File: src/rtl/lowpass_filter_sched.sv
// Scheduler that generates per-group sampling strobes for banks of lowpass filters.
// A programmable prescaler sets the tick rate. On each tick one group slot is issued
// round-robin, so at most one group samples per tick. After start or restart the
// scheduler counts full rounds and raises o_settled once the filter shift registers
// have seen enough samples.
//
// Ports:
//   i_clk, i_rst_n  clock, asynchronous active-low reset
//   i_run           level: 1 = schedule strobes, 0 = idle
//   i_restart       pulse: restart settling from slot 0 (ignored while idle)
//   i_div_val       new prescaler value, latched by the i_div_load pulse
//   i_grp_mask      per-group enable, sampled at the tick
//   o_filter_en     one-cycle sampling strobes, at most one bit high per cycle
//   o_grp_ptr       slot that fires at the next tick
//   o_round_done    pulse issued together with the last slot of a round
//   o_settled       level: enough rounds have been issued since start or restart
//
// Optional feature: define LPF_SCHED_BROADCAST_EN to add the i_broadcast input. While
// it is high, every tick strobes all enabled groups together and counts as a full round.
module lowpass_filter_sched #(
  parameter int unsigned NUM_GRP       = 4,
  parameter int unsigned DIV_WIDTH     = 16,
  parameter int unsigned DEFAULT_DIV   = 999,
  parameter int unsigned SETTLE_ROUNDS = 7
) (
  input  logic                       i_clk,
  input  logic                       i_rst_n,
  input  logic                       i_run,
  input  logic                       i_restart,
  input  logic [DIV_WIDTH-1:0]       i_div_val,
  input  logic                       i_div_load,
  input  logic [NUM_GRP-1:0]         i_grp_mask,
`ifdef LPF_SCHED_BROADCAST_EN
  input  logic                       i_broadcast,
`endif
  output logic [NUM_GRP-1:0]         o_filter_en,
  output logic [$clog2(NUM_GRP)-1:0] o_grp_ptr,
  output logic                       o_round_done,
  output logic                       o_settled
);

  localparam int unsigned PtrW = $clog2(NUM_GRP);
  localparam int unsigned CntW = $clog2(SETTLE_ROUNDS + 1);

  typedef enum logic [1:0] {StIdle, StSettle, StRun} state_e;

  state_e               state_q, state_d;
  logic [DIV_WIDTH-1:0] div_q, div_d;
  logic [DIV_WIDTH-1:0] cnt_q, cnt_d;
  logic [PtrW-1:0]      ptr_q, ptr_d;
  logic [CntW-1:0]      round_q, round_d;
  logic [NUM_GRP-1:0]   en_q, en_d;
  logic                 done_q, done_d;
  logic                 settled_q, settled_d;
  logic                 tick;
  logic                 last_slot;

  always_comb begin
    state_d   = state_q;
    div_d     = div_q;
    cnt_d     = cnt_q;
    ptr_d     = ptr_q;
    round_d   = round_q;
    en_d      = '0;
    done_d    = 1'b0;
    settled_d = settled_q;
    tick      = 1'b0;
    last_slot = (ptr_q == PtrW'(NUM_GRP - 1));

    if (i_div_load) begin
      div_d = i_div_val;
    end

    unique case (state_q)
      StIdle: begin
        cnt_d     = div_d;
        ptr_d     = '0;
        round_d   = '0;
        settled_d = 1'b0;
        if (i_run) begin
          state_d = StSettle;
        end
      end
      StSettle, StRun: begin
        if (!i_run) begin
          // Dropping run wins over restart; any pending strobe is discarded.
          state_d   = StIdle;
          cnt_d     = div_d;
          ptr_d     = '0;
          round_d   = '0;
          settled_d = 1'b0;
        end else if (i_restart) begin
          state_d   = StSettle;
          cnt_d     = div_d;
          ptr_d     = '0;
          round_d   = '0;
          settled_d = 1'b0;
        end else begin
          tick = (cnt_q == '0);
          if (tick || i_div_load) begin
            cnt_d = div_d;
          end else begin
            cnt_d = cnt_q - DIV_WIDTH'(1);
          end

          if (tick) begin
`ifdef LPF_SCHED_BROADCAST_EN
            if (i_broadcast) begin
              en_d   = i_grp_mask;
              done_d = 1'b1;
              ptr_d  = '0;
            end else
`endif
            begin
              // Masked slots still consume their time slot.
              en_d[ptr_q] = i_grp_mask[ptr_q];
              done_d      = last_slot;
              ptr_d       = last_slot ? '0 : ptr_q + PtrW'(1);
            end

            if (done_d && (round_q < CntW'(SETTLE_ROUNDS))) begin
              round_d = round_q + CntW'(1);
            end
            // Settled is raised together with the round_done pulse that completes settling.
            if (done_d && (state_q == StSettle) && (round_d == CntW'(SETTLE_ROUNDS))) begin
              state_d   = StRun;
              settled_d = 1'b1;
            end
          end
        end
      end
      default: begin
        state_d = StIdle;
      end
    endcase
  end

  always_ff @(posedge i_clk or negedge i_rst_n) begin
    if (!i_rst_n) begin
      state_q   <= StIdle;
      div_q     <= DIV_WIDTH'(DEFAULT_DIV);
      cnt_q     <= DIV_WIDTH'(DEFAULT_DIV);
      ptr_q     <= '0;
      round_q   <= '0;
      en_q      <= '0;
      done_q    <= 1'b0;
      settled_q <= 1'b0;
    end else begin
      state_q   <= state_d;
      div_q     <= div_d;
      cnt_q     <= cnt_d;
      ptr_q     <= ptr_d;
      round_q   <= round_d;
      en_q      <= en_d;
      done_q    <= done_d;
      settled_q <= settled_d;
    end
  end

  assign o_filter_en  = en_q;
  assign o_grp_ptr    = ptr_q;
  assign o_round_done = done_q;
  assign o_settled    = settled_q;

endmodule
File: config.mk
export PLATFORM = sky130hd
export DESIGN_NAME = lowpass_filter_sched
export DESIGN_NICKNAME = d
export VERILOG_FILES = /design/src/rtl/lowpass_filter_sched.sv
export SDC_FILE = /design/constraint.sdc
export NUM_CORES = 1
export LEC_CHECK = 0
export CORE_UTILIZATION = 50
export DETAILED_ROUTE_END_ITERATION = 6
export PLACE_DENSITY_LB_ADDON = 0.12
export SLEW_MARGIN = 10
export SYNTH_ARGS = -nofsm -noshare
export SYNTH_HDL_FRONTEND = slang
export SYNTH_SLANG_ARGS = --single-unit
File: constraint.sdc
create_clock -name i_clk -period 1.78 [get_ports i_clk]
set_input_delay 0.178 -clock i_clk [delete_from_list [all_inputs] [get_ports i_clk]]
set_output_delay 0.178 -clock i_clk [all_outputs]
set_load 0.05 [all_outputs]
==> results of run 1 <==
==> cell usage after synthesis, types with 4 or more instances <==
cell	n	area, um^2
sky130_fd_sc_hd__a21oi_1	19	95.1
sky130_fd_sc_hd__a31oi_1	9	56.3
sky130_fd_sc_hd__and2_1	5	31.3
sky130_fd_sc_hd__buf_6	4	45.0
sky130_fd_sc_hd__clkbuf_1	7	26.3
sky130_fd_sc_hd__dfrtp_1	29	726
sky130_fd_sc_hd__dfstp_2	16	420
sky130_fd_sc_hd__ha_1	10	125
sky130_fd_sc_hd__inv_1	11	41.3
sky130_fd_sc_hd__mux2_2	16	180
sky130_fd_sc_hd__nand2_1	6	22.5
sky130_fd_sc_hd__nor2_1	12	45.0
sky130_fd_sc_hd__nor3_1	8	40.0
sky130_fd_sc_hd__o21ai_0	7	35.0
sky130_fd_sc_hd__o21ba_2	5	50.1
sky130_fd_sc_hd__o22a_1	11	96.3
==> cell type report <==
| class | count | area (um^2) | area share, % |
|---|---|---|---|
| sequential | 45 | 1150 | 32.1 |
| inverter | 11 | 41.3 | 1.16 |
| clock buffer | 6 | 82.6 | 2.31 |
| multi-input combinational | 165 | 1460 | 40.7 |
| clock inverter | 2 | 37.5 | 1.05 |
| tap | 67 | 83.8 | 2.35 |
| timing repair buffer | 81 | 724 | 20.3 |
==> report_power, final <==
group / switching [W] / internal (W) / leakage [nW]
clock network: 0.000351 / 0.000456 / 0.0574
registers: 0.0000912 / 0.00116 / 0.532
logic: 0.000336 / 0.000410 / 0.881
total: 0.000778 / 0.00202 / 1.47
==> logic make-up (layout without fill, tap and decap cells) <==
| kind of cell | after synthesis | in the layout | synth area share, % |
|---|---|---|---|
| AO/OA/AOI/OAI | 68 | 68 | 18.8 |
| XOR/XNOR | 1 | 1 | 0.342 |
| adder cells (fa/ha/maj) | 10 | 10 | 4.89 |
| buffers and inverters | 24 | 100 | 4.79 |
| flip-flops | 45 | 45 | 44.8 |
| multiplexers | 17 | 17 | 7.92 |
| AND/OR/NAND/NOR | 69 | 69 | 18.5 |
==> flip-flops by register name, indices dropped and copies added (netlist names) <==
| register | cells |
|---|---|
| state_q | 2 |
| round_q | 3 |
| o_filter_en | 4 |
| cnt_q | 16 |
| div_q | 16 |
| o_round_done | 1 |
| o_grp_ptr | 2 |
| o_settled | 1 |
==> per-stage QoR <==
stage | hold WS (ps) | setup WS [ps] | utilization (%) | area [um^2]
after detailed placement | 171 | -127 | 67.4 | 3240
final | 377 | -100 | 74.2 | 3570
after floorplan | -118 | -40.1 | - | 2590
after global routing | 420 | -149 | 74.2 | 3570
after CTS | 388 | -61.7 | 71.8 | 3460
after global placement | 170 | -87.4 | 67.4 | 3240
==> routing by layer <==
| layer | up-vias | wire (um) | GRT usage [%] |
|---|---|---|---|
| li1 | 1017 | - | - |
| met1 | 1040 | 2770 | 32.4 |
| met2 | 60 | 2920 | 38.9 |
| met3 | 7 | 332 | 4.25 |
| met4 | 0 | 78 | 8.12 |
| met5 | - | 0 | 0 |
==> how the worst max path moves through the flow <==
stage / from / to / cells after the start
final: cnt_q[1] / state_q[1] / 8
after global routing: cnt_q[1] / cnt_q[13] / 6
after CTS: cnt_q[1] / cnt_q[13] / 6
after detailed placement: cnt_q[1] / state_q[0] / 8
after global placement: cnt_q[0] / state_q[0] / 8
after floorplan: state_q[0] / cnt_q[10] / 9
==> repair_timing <==
action                                  CTS  global route
hold buffers                              1             0
endpoints found under the hold margin    11             0
pin swaps                                 9             9
endpoints found under the setup margin   19            27
buffers inserted                          5             0
resized for setup                        14            31
==> results.md, run 1 <==
| Quantity | This run |
|---|---|
| Unique masters post-synth | 52 |
| Path type of the worst setup path | reg -> reg |
| Minimum clock period after layout | 1880 ps |
| Clock-pin slew on the worst setup and hold paths | 80 ps |
| Setup TNS | -797 ps |
| Static leakage | 1.47 nW |
| Crit Reg-Reg Startpoint | cnt_q[1] |
| Longest Clk Path Bufs | 2 |
| RSZ-0062 raised after global routing | true |
| Overall die area | 5410 um^2 |
| Post-synthesis async set-or-reset flop share | 100% |
| Number of antenna violations at the first check in global routing | 0 |
| Commonest non-fill, non-tap cells in the layout | sky130_fd_sc_hd__buf_4, sky130_fd_sc_hd__clkdlybuf4s50_1, sky130_fd_sc_hd__dfrtp_1 |
| Cts bufs inserted | 5 |
| Transition time at the pin with the least slew margin | 497 ps |
| Total of max-cap violations | 0 |
| Delay of the slowest cell on the worst path | 390 ps |
| Core footprint | 4820 um^2 |
| Worst reg2reg path endpoint | state_q[1] |
| Critical Path, Cell by Cell | inv_2 > ha_4 > nor4b_4 > buf_4 > and4_4 > nand2_4 > a22o_1 > a22o_1 |
| DRC violations left | 0 |
| Violations in the final reports | negative setup slack |
| Worst reg2reg setup slack | -100 ps |
| Class of the tightest hold or removal check | in -> async |
| Clock latency on the worst-skew pair | 300 ps |
| Antenna Cells | 0 |
| Required @ worst endpoint | 1970 ps |
| Clock sink total | 45 |
| Area overhead of the layout relative to synthesis | 39.6% |
| Relative slew slack | 66.8% |
| Port buffer count | 32 |
| Last weighted congestion value of the routability-driven placer | 0.791 |
| Filler Cells Inserted | 360 |
| Tcrit/Tclk final | 106% |
| Layout cells sized above 1 | 45.5% |
| Number of enable-type register cells in the synthesized netlist | 0 |
| Gr ovfl total | 0 |
| Width of the die | 73.6 um |
| Vias per inst | 5.63 |
| Yosys reg bits | 45 |
| Cell area after synthesis | 2560 um^2 |
| Top delay family on crit path | simple AND/OR/NAND/NOR gates |
| Vias | 2124 |
| Most common cell after layout, fill and taps aside | sky130_fd_sc_hd__buf_4 |
| Buffering stage count on the worst path with inverters included | 2 |
| Capturing element type of the critical path | flip-flop |
| Share of synthesized area occupied by flip-flops and latches | 44.8% |
| Drt wl/cell | 16.2 um |
| Number of cell rows | 25 |
| Crit-path most repeated cell | sky130_fd_sc_hd__a22o_1 |
| Number of detailed-routing iterations run before antenna repair | 4 |
| Maximum number of pins on one net before global-route repair | 41 |
| Total setup violations reported at the end of the flow | 16 |
| Total power consumption of the routed design | 0.00280 W |
| Fin. Hold Viols | 0 |
| Worst path setup slack after routing | -100 ps |
| Total Wirelength | 6100 um |
| Die H | 73.6 um |
| Starting density of the core | 53.1% |
| Mean instance size in the synthesized netlist | 10.9 um^2 |
| Total GRT Usage | 24.0% |
| Final HPWL from detailed placement | 4220 um |
| Worst path arrival time | 2070 ps |
| Startpoint class of the critical path | flip-flop |
| Root buffer cell | sky130_fd_sc_hd__clkbuf_8 |
| Peak VDD IR | 0.507 mV |
| Placed instance count | 363 |
| Largest fanout of any net on the critical path | 3 |
| DRT iter0 DRCs | 135 |
| Clock skew | 8.52 ps |
| Boundary pin count | 33 |
| CTS tree | built |
| Nets in the synthesized netlist | 269 |
| H-tree level count | 2 |
| Max Clk Rate | 532 MHz |
| Vias in the first global route | 2047 |
| NumNets Final | 344 |
| Global-route wire length before repair | 9670 um |
| Top FF cell, synth | sky130_fd_sc_hd__dfrtp_1 |
| Antenna-violating nets left | 0 |
| Post-synthesis cell count | 234 |
| Syn. warnings | 0 |
| Outcome | finished, violations left |
| Number of cell instances on the worst register-to-register path | 8 |
| Total count of max-transition violations in the final report | 0 |
| Total power density per cell area | 784 nW/um^2 |
| Library cell contributing the largest single delay on the critical path | sky130_fd_sc_hd__dfstp_2 |
| Non-filler cells in the finished layout | 377 |
Note: power is estimated with default switching activity, not from simulation.
==> run 2: changes to the inputs <==
ABC_CLOCK_PERIOD_IN_PS = 1780   (was not set)
==> results of run 2 <==
No change in the layout: final DEF, timing and power equal those of run 1.
==> run 3: changes to the inputs <==
MAX_ROUTING_LAYER = met4   (was not set)
==> results.md, run 3 (same netlist as run 1, synthesis figures left out) <==
| Quantity | This run |
|---|---|
| Number of antenna violations at the first check in global routing | 0 |
| Transition time at the pin with the least slew margin | 498 ps |
| Starting density of the core | 53.1% |
| Global-route wire length before repair | 9670 um |
| Sequential Power Share | 44.6% |
| Max Clk Rate | 532 MHz |
| Clock sink total | 45 |
| Violations in the final reports | negative setup slack |
| Sw Ratio | 27.8% |
| Non-filler cells in the finished layout | 377 |
| Worst path setup slack after routing | -101 ps |
| Clock latency on the worst-skew pair | 300 ps |
| Longest Clk Path Bufs | 2 |
| Outcome | finished, violations left |
| Number of cell instances on the worst register-to-register path | 8 |
| Boundary pin count | 33 |
| Peak VDD IR | 0.507 mV |
| Root buffer cell | sky130_fd_sc_hd__clkbuf_8 |
| Class of the tightest hold or removal check | in -> async |
| Static leakage | 1.47 nW |
| Clock skew | 8.24 ps |
| Largest fanout of any net on the critical path | 3 |
| Gr ovfl total | 0 |
| Drt wl/cell | 16.2 um |
| Die H | 73.6 um |
| Cts bufs inserted | 5 |
| CTS tree | built |
| RSZ-0062 raised after global routing | true |
| Worst path arrival time | 2070 ps |
| Total Wirelength | 6120 um |
| Total setup violations reported at the end of the flow | 17 |
| Worst reg2reg path endpoint | state_q[1] |
| Placed instance count | 363 |
| Total of max-cap violations | 0 |
| Vias | 2124 |
| Maximum number of pins on one net before global-route repair | 41 |
| Commonest non-fill, non-tap cells in the layout | sky130_fd_sc_hd__buf_4, sky130_fd_sc_hd__clkdlybuf4s50_1, sky130_fd_sc_hd__dfrtp_1 |
| Path type of the worst setup path | reg -> reg |
| NumNets Final | 344 |
| Total power density per cell area | 784 nW/um^2 |
| Port buffer count | 32 |
| Antenna-violating nets left | 0 |
| Last weighted congestion value of the routability-driven placer | 0.802 |
| Relative slew slack | 66.7% |
| H-tree level count | 2 |
| Total power consumption of the routed design | 0.00280 W |
| Final HPWL from detailed placement | 4220 um |
| Required @ worst endpoint | 1970 ps |
| Layout cells sized above 1 | 44.8% |
| Capturing element type of the critical path | flip-flop |
| Net switching power figure | 0.000778 W |
| Internal power | 0.00202 W |
| Most common cell after layout, fill and taps aside | sky130_fd_sc_hd__buf_4 |
| Worst reg2reg setup slack | -100 ps |
| Antenna Cells | 0 |
| Number of detailed-routing iterations run before antenna repair | 4 |
| Fin. Hold Viols | 0 |
| Filler Cells Inserted | 362 |
| Number of cell rows | 25 |
| Minimum clock period after layout | 1880 ps |
| Vias in the first global route | 2051 |
| Total GRT Usage | 24.7% |
| Core footprint | 4820 um^2 |
| Area overhead of the layout relative to synthesis | 39.4% |
| Crit Reg-Reg Startpoint | cnt_q[1] |
| Area used by multi-input combinational logic | 1450 um^2 |
| DRT iter0 DRCs | 133 |
| Startpoint class of the critical path | flip-flop |
| Tcrit/Tclk final | 106% |
| Pre-CTS setup slack | -127 ps |
| Total count of max-transition violations in the final report | 0 |
| Sequential cell area | 1150 um^2 |
| DRC violations left | 0 |
| Overall die area | 5410 um^2 |
| Vias per inst | 5.63 |
| Combinational share of power | 26.6% |
| Clock Power Share | 28.8% |
| Width of the die | 73.6 um |
| Clock-pin slew on the worst setup and hold paths | 80 ps |
==> run 3: cell count changes in the layout (fill, tap and decap cells not counted) <==
cell / delta
sky130_fd_sc_hd__a31oi_1: -1
sky130_fd_sc_hd__o21ai_0: +3
sky130_fd_sc_hd__and2_1: +1
sky130_fd_sc_hd__o21ai_1: -3
sky130_fd_sc_hd__a21oi_2: -2
sky130_fd_sc_hd__a21oi_1: +2
sky130_fd_sc_hd__and2_4: -1
sky130_fd_sc_hd__a31oi_2: +1
==> run 3: metal layers <==
metal	GRT usage (%)	routed length, um	share of wire, %
met1	32.1	2840	46
met2	39.1	2930	48
met3	4.25	263	4.3
met4	8.12	80	1.3
met5	-	0	0
==> run 3: metrics by stage <==
stage / utilization [%] / TNS [ps] / instance area, um^2 / hold slack, ps
2_1_floorplan: - / -189 / 2590 / -118
3_3_place_gp: 67.4 / -328 / 3240 / 170
3_5_place_dp: 67.4 / -784 / 3240 / 171
4_1_cts: 71.8 / -223 / 3460 / 388
5_1_grt: 74.1 / -1990 / 3570 / 420
6_report: 74.1 / -698 / 3570 / 377
==> run 3: worst max-delay path, cell delays in order (launching register included) <==
cell	delay [ps]
sky130_fd_sc_hd__dfstp_2	390
sky130_fd_sc_hd__inv_2	80
sky130_fd_sc_hd__ha_4	130
sky130_fd_sc_hd__nor4b_4	300
sky130_fd_sc_hd__buf_4	190
sky130_fd_sc_hd__and4_4	230
sky130_fd_sc_hd__nand2_4	70
sky130_fd_sc_hd__a22o_1	210
sky130_fd_sc_hd__a22o_1	180
==> run 3: layout make-up <==
class,count,area share (%)
clock inverters,2,1.05
well taps,67,2.35
clock buffers,6,2.31
inverters,11,1.16
repair buffers,81,20.3
multi-input cells,165,40.7
flip-flops and latches,45,32.2
==> run 3: power by group through the flow <==
stage / Combinational [W] / Clock [W] / Sequential [W]
finish: 0.000744 / 0.000807 / 0.00125
detailed placement: 0.000650 / 0 / 0.00126
CTS: 0.000694 / 0.000822 / 0.00125
global route: 0.000801 / 0.000858 / 0.00126
global placement: 0.000637 / 0 / 0.00125
floorplan: 0.000360 / 0 / 0.00125
==> run 3: how the worst max path moves through the flow <==
stage / startpoint / endpoint / slack, ps / cells after the start
6_report: cnt_q[1] / state_q[1] / -100 / 8
3_5_place_dp: cnt_q[1] / state_q[0] / -130 / 8
5_1_grt: cnt_q[1] / state_q[1] / -140 / 8
3_3_place_gp: cnt_q[0] / state_q[0] / -90 / 8
4_1_cts: cnt_q[1] / cnt_q[13] / -60 / 6
2_1_floorplan: state_q[0] / cnt_q[10] / -40 / 9
==> run 3: what timing repair did <==
action / 4_1_cts / 5_1_grt
hold endpoints to repair: 11 / 0
cloned: 0 / 0
hold buffers: 1 / 0
setup endpoints to repair: 19 / 27
setup buffers: 5 / 0
gates resized for setup: 14 / 26
pin swaps: 9 / 7
==> edit (settings of run 1) <==
Add a define of `LPF_SCHED_BROADCAST_EN`.
--- a/src/rtl/lowpass_filter_sched.sv
+++ b/src/rtl/lowpass_filter_sched.sv
@@ -17,6 +17,8 @@
 //
 // Optional feature: define LPF_SCHED_BROADCAST_EN to add the i_broadcast input. While
 // it is high, every tick strobes all enabled groups together and counts as a full round.
+`define LPF_SCHED_BROADCAST_EN
+
 module lowpass_filter_sched #(
   parameter int unsigned NUM_GRP       = 4,
   parameter int unsigned DIV_WIDTH     = 16,
Interface: changed (added i_broadcast); port bits go from 33 to 34. The function was not compared with the original's and may differ.
==> edit against run 1 <==
  * The flow still finishes with violations (negative setup slack)
  * Worst setup slack got worse by 96 ps
  * Via count rose by 19%
  * Synthesized area shrank 1.9%
  * Power up 5.6%
  * Sequential cell count did not move
  * Design area is 8.2% higher
  * Count of clock-buffer cells in the layout decreased by 1
  * Wire length up 28%
  * Synthesized cell count up 5.6%
==> edit: results <==
export IMPL_p_leak_nw=1.63
export IMPL_yosys_area_share_xor_xnor_pct=0
export IMPL_tightest_slew_ps=564
export IMPL_wl_met3_um=467
export IMPL_synthAdderAreaFrac_pct=4.98
export IMPL_drt_pass1_iter_count=5
export IMPL_setup_ws_ps=-196
export IMPL_skew_ps=7.39
export IMPL_syn_avg_cell_area_um2=10.2
export IMPL_num_vias=2520
export IMPL_drive_gt1_share_pct=46.9
export IMPL_comb_power_share_pct=30.9
export IMPL_power_density_mw_per_mm2=765
export IMPL_setup_tns_ps=-2430
export IMPL_muxShareOfSynthArea_pct=8.86
export IMPL_clkPwrFrac_pct=27.1
export IMPL_fin_cells=419
export IMPL_setup_viol=28
export IMPL_place_ws_ps=-225
export IMPL_synthFlopType="dfrtp_1"
export IMPL_wire_per_inst_um=18.6
export IMPL_path_delay_family="buffers and inverters"
export IMPL_synth_common_cells="dfrtp_1 (29), a21oi_1 (23), nor2_1 (23)"
export IMPL_synthTopCellsByArea="dfrtp_1 (29%), dfstp_2 (17%), mux2_2 (7.2%)"
export IMPL_numPortBuffers=33
export IMPL_htree_levels=2
export IMPL_synth_compound_area_share_pct=19.3
export IMPL_grt_max_degree=25
export IMPL_place_gp_congestion=0.861
export IMPL_synth_fp_nets=283
export IMPL_status="finished with violations"
export IMPL_grt_pass1_vias=2268
export IMPL_failed_checks="negative setup slack"
export IMPL_ys_types=52
export IMPL_grt_pass1_wl_um=10700
export IMPL_wl_met2_um=3690
export IMPL_r2r_cells=11
export IMPL_placed_area_mm2=0.00338
export IMPL_switching_power_w=0.000882
export IMPL_wl_met1_um=3370
export IMPL_drt_iter0_markers=224
export IMPL_hpwl_um=4530
export IMPL_grt_usage_pct=26.9
export IMPL_slowest_delay_ps=410
export IMPL_yosysSeqAreaShare_pct=45.6
export IMPL_peakVddDrop_mv=0.631
export IMPL_placed_cells=394
export IMPL_cp_max_fo=5
## edit: cell types whose count changed after synthesis, sizes merged, moves of 3 or more
cell    before  now
nor2        13   23
a21oi       19   23
nand2        7   14
nor3         9    5
o21bai       3    0
and2         6    1
and3b        3    0
o21a         0    5
and3         1    7
o21ba        5    0
## edit: cell families after synthesis
logic type               count (synthesis)
AO/OA/AOI/OAI                           72
flip-flops                              45
adder cells (fa/ha/maj)                 10
multiplexers                            19
buffers and inverters                   23
AND/OR/NAND/NOR                         78
## edit: routing by layer
layer	vias up	track usage [%]
li1	1128	-
met4	0	9.37
met2	118	42.8
met5	-	0
met1	1246	36.5
met3	28	5.80
## edit: what timing repair did
item / CTS / global route
hold buffers: 1 / 0
gates cloned: 0 / 1
resized for setup: 15 / 37
setup buffers: 9 / 6
pin swaps: 10 / 12
setup endpoints to repair: 29 / 29
hold endpoints to repair: 13 / 0
## edit: layout make-up
cell class | count | area [um2]
Sequential cell | 45 | 1150
Clock inverter | 3 | 46.3
Clock buffer | 5 | 68.8
Multi-Input combinational cell | 179 | 1490
Fill cell | 279 | 918
Inverter | 10 | 42.5
Tap cell | 67 | 83.8
Timing Repair Buffer | 110 | 982
## edit: stage by stage
step	util (%)	hold slack [ps]
2_1_floorplan	-	-118
3_5_place_dp	70.6	187
6_report	80.8	387
5_1_grt	80.8	448
4_1_cts	75.7	391
3_3_place_gp	70.6	176
## edit: path summary, 6_finish.rpt
path / from / endpoint / slack, ps
worst max-delay path: cnt_q[0] / cnt_q[12] / -200
worst min-delay path: i_rst_n / div_q[4] / 390
worst max register to register: cnt_q[0] / cnt_q[12] / -200
worst min register to register: div_q[3] / div_q[3] / 500
max in group asynchronous: i_rst_n / div_q[2] / 790
min in group i_clk: i_div_val[10] / div_q[10] / 500
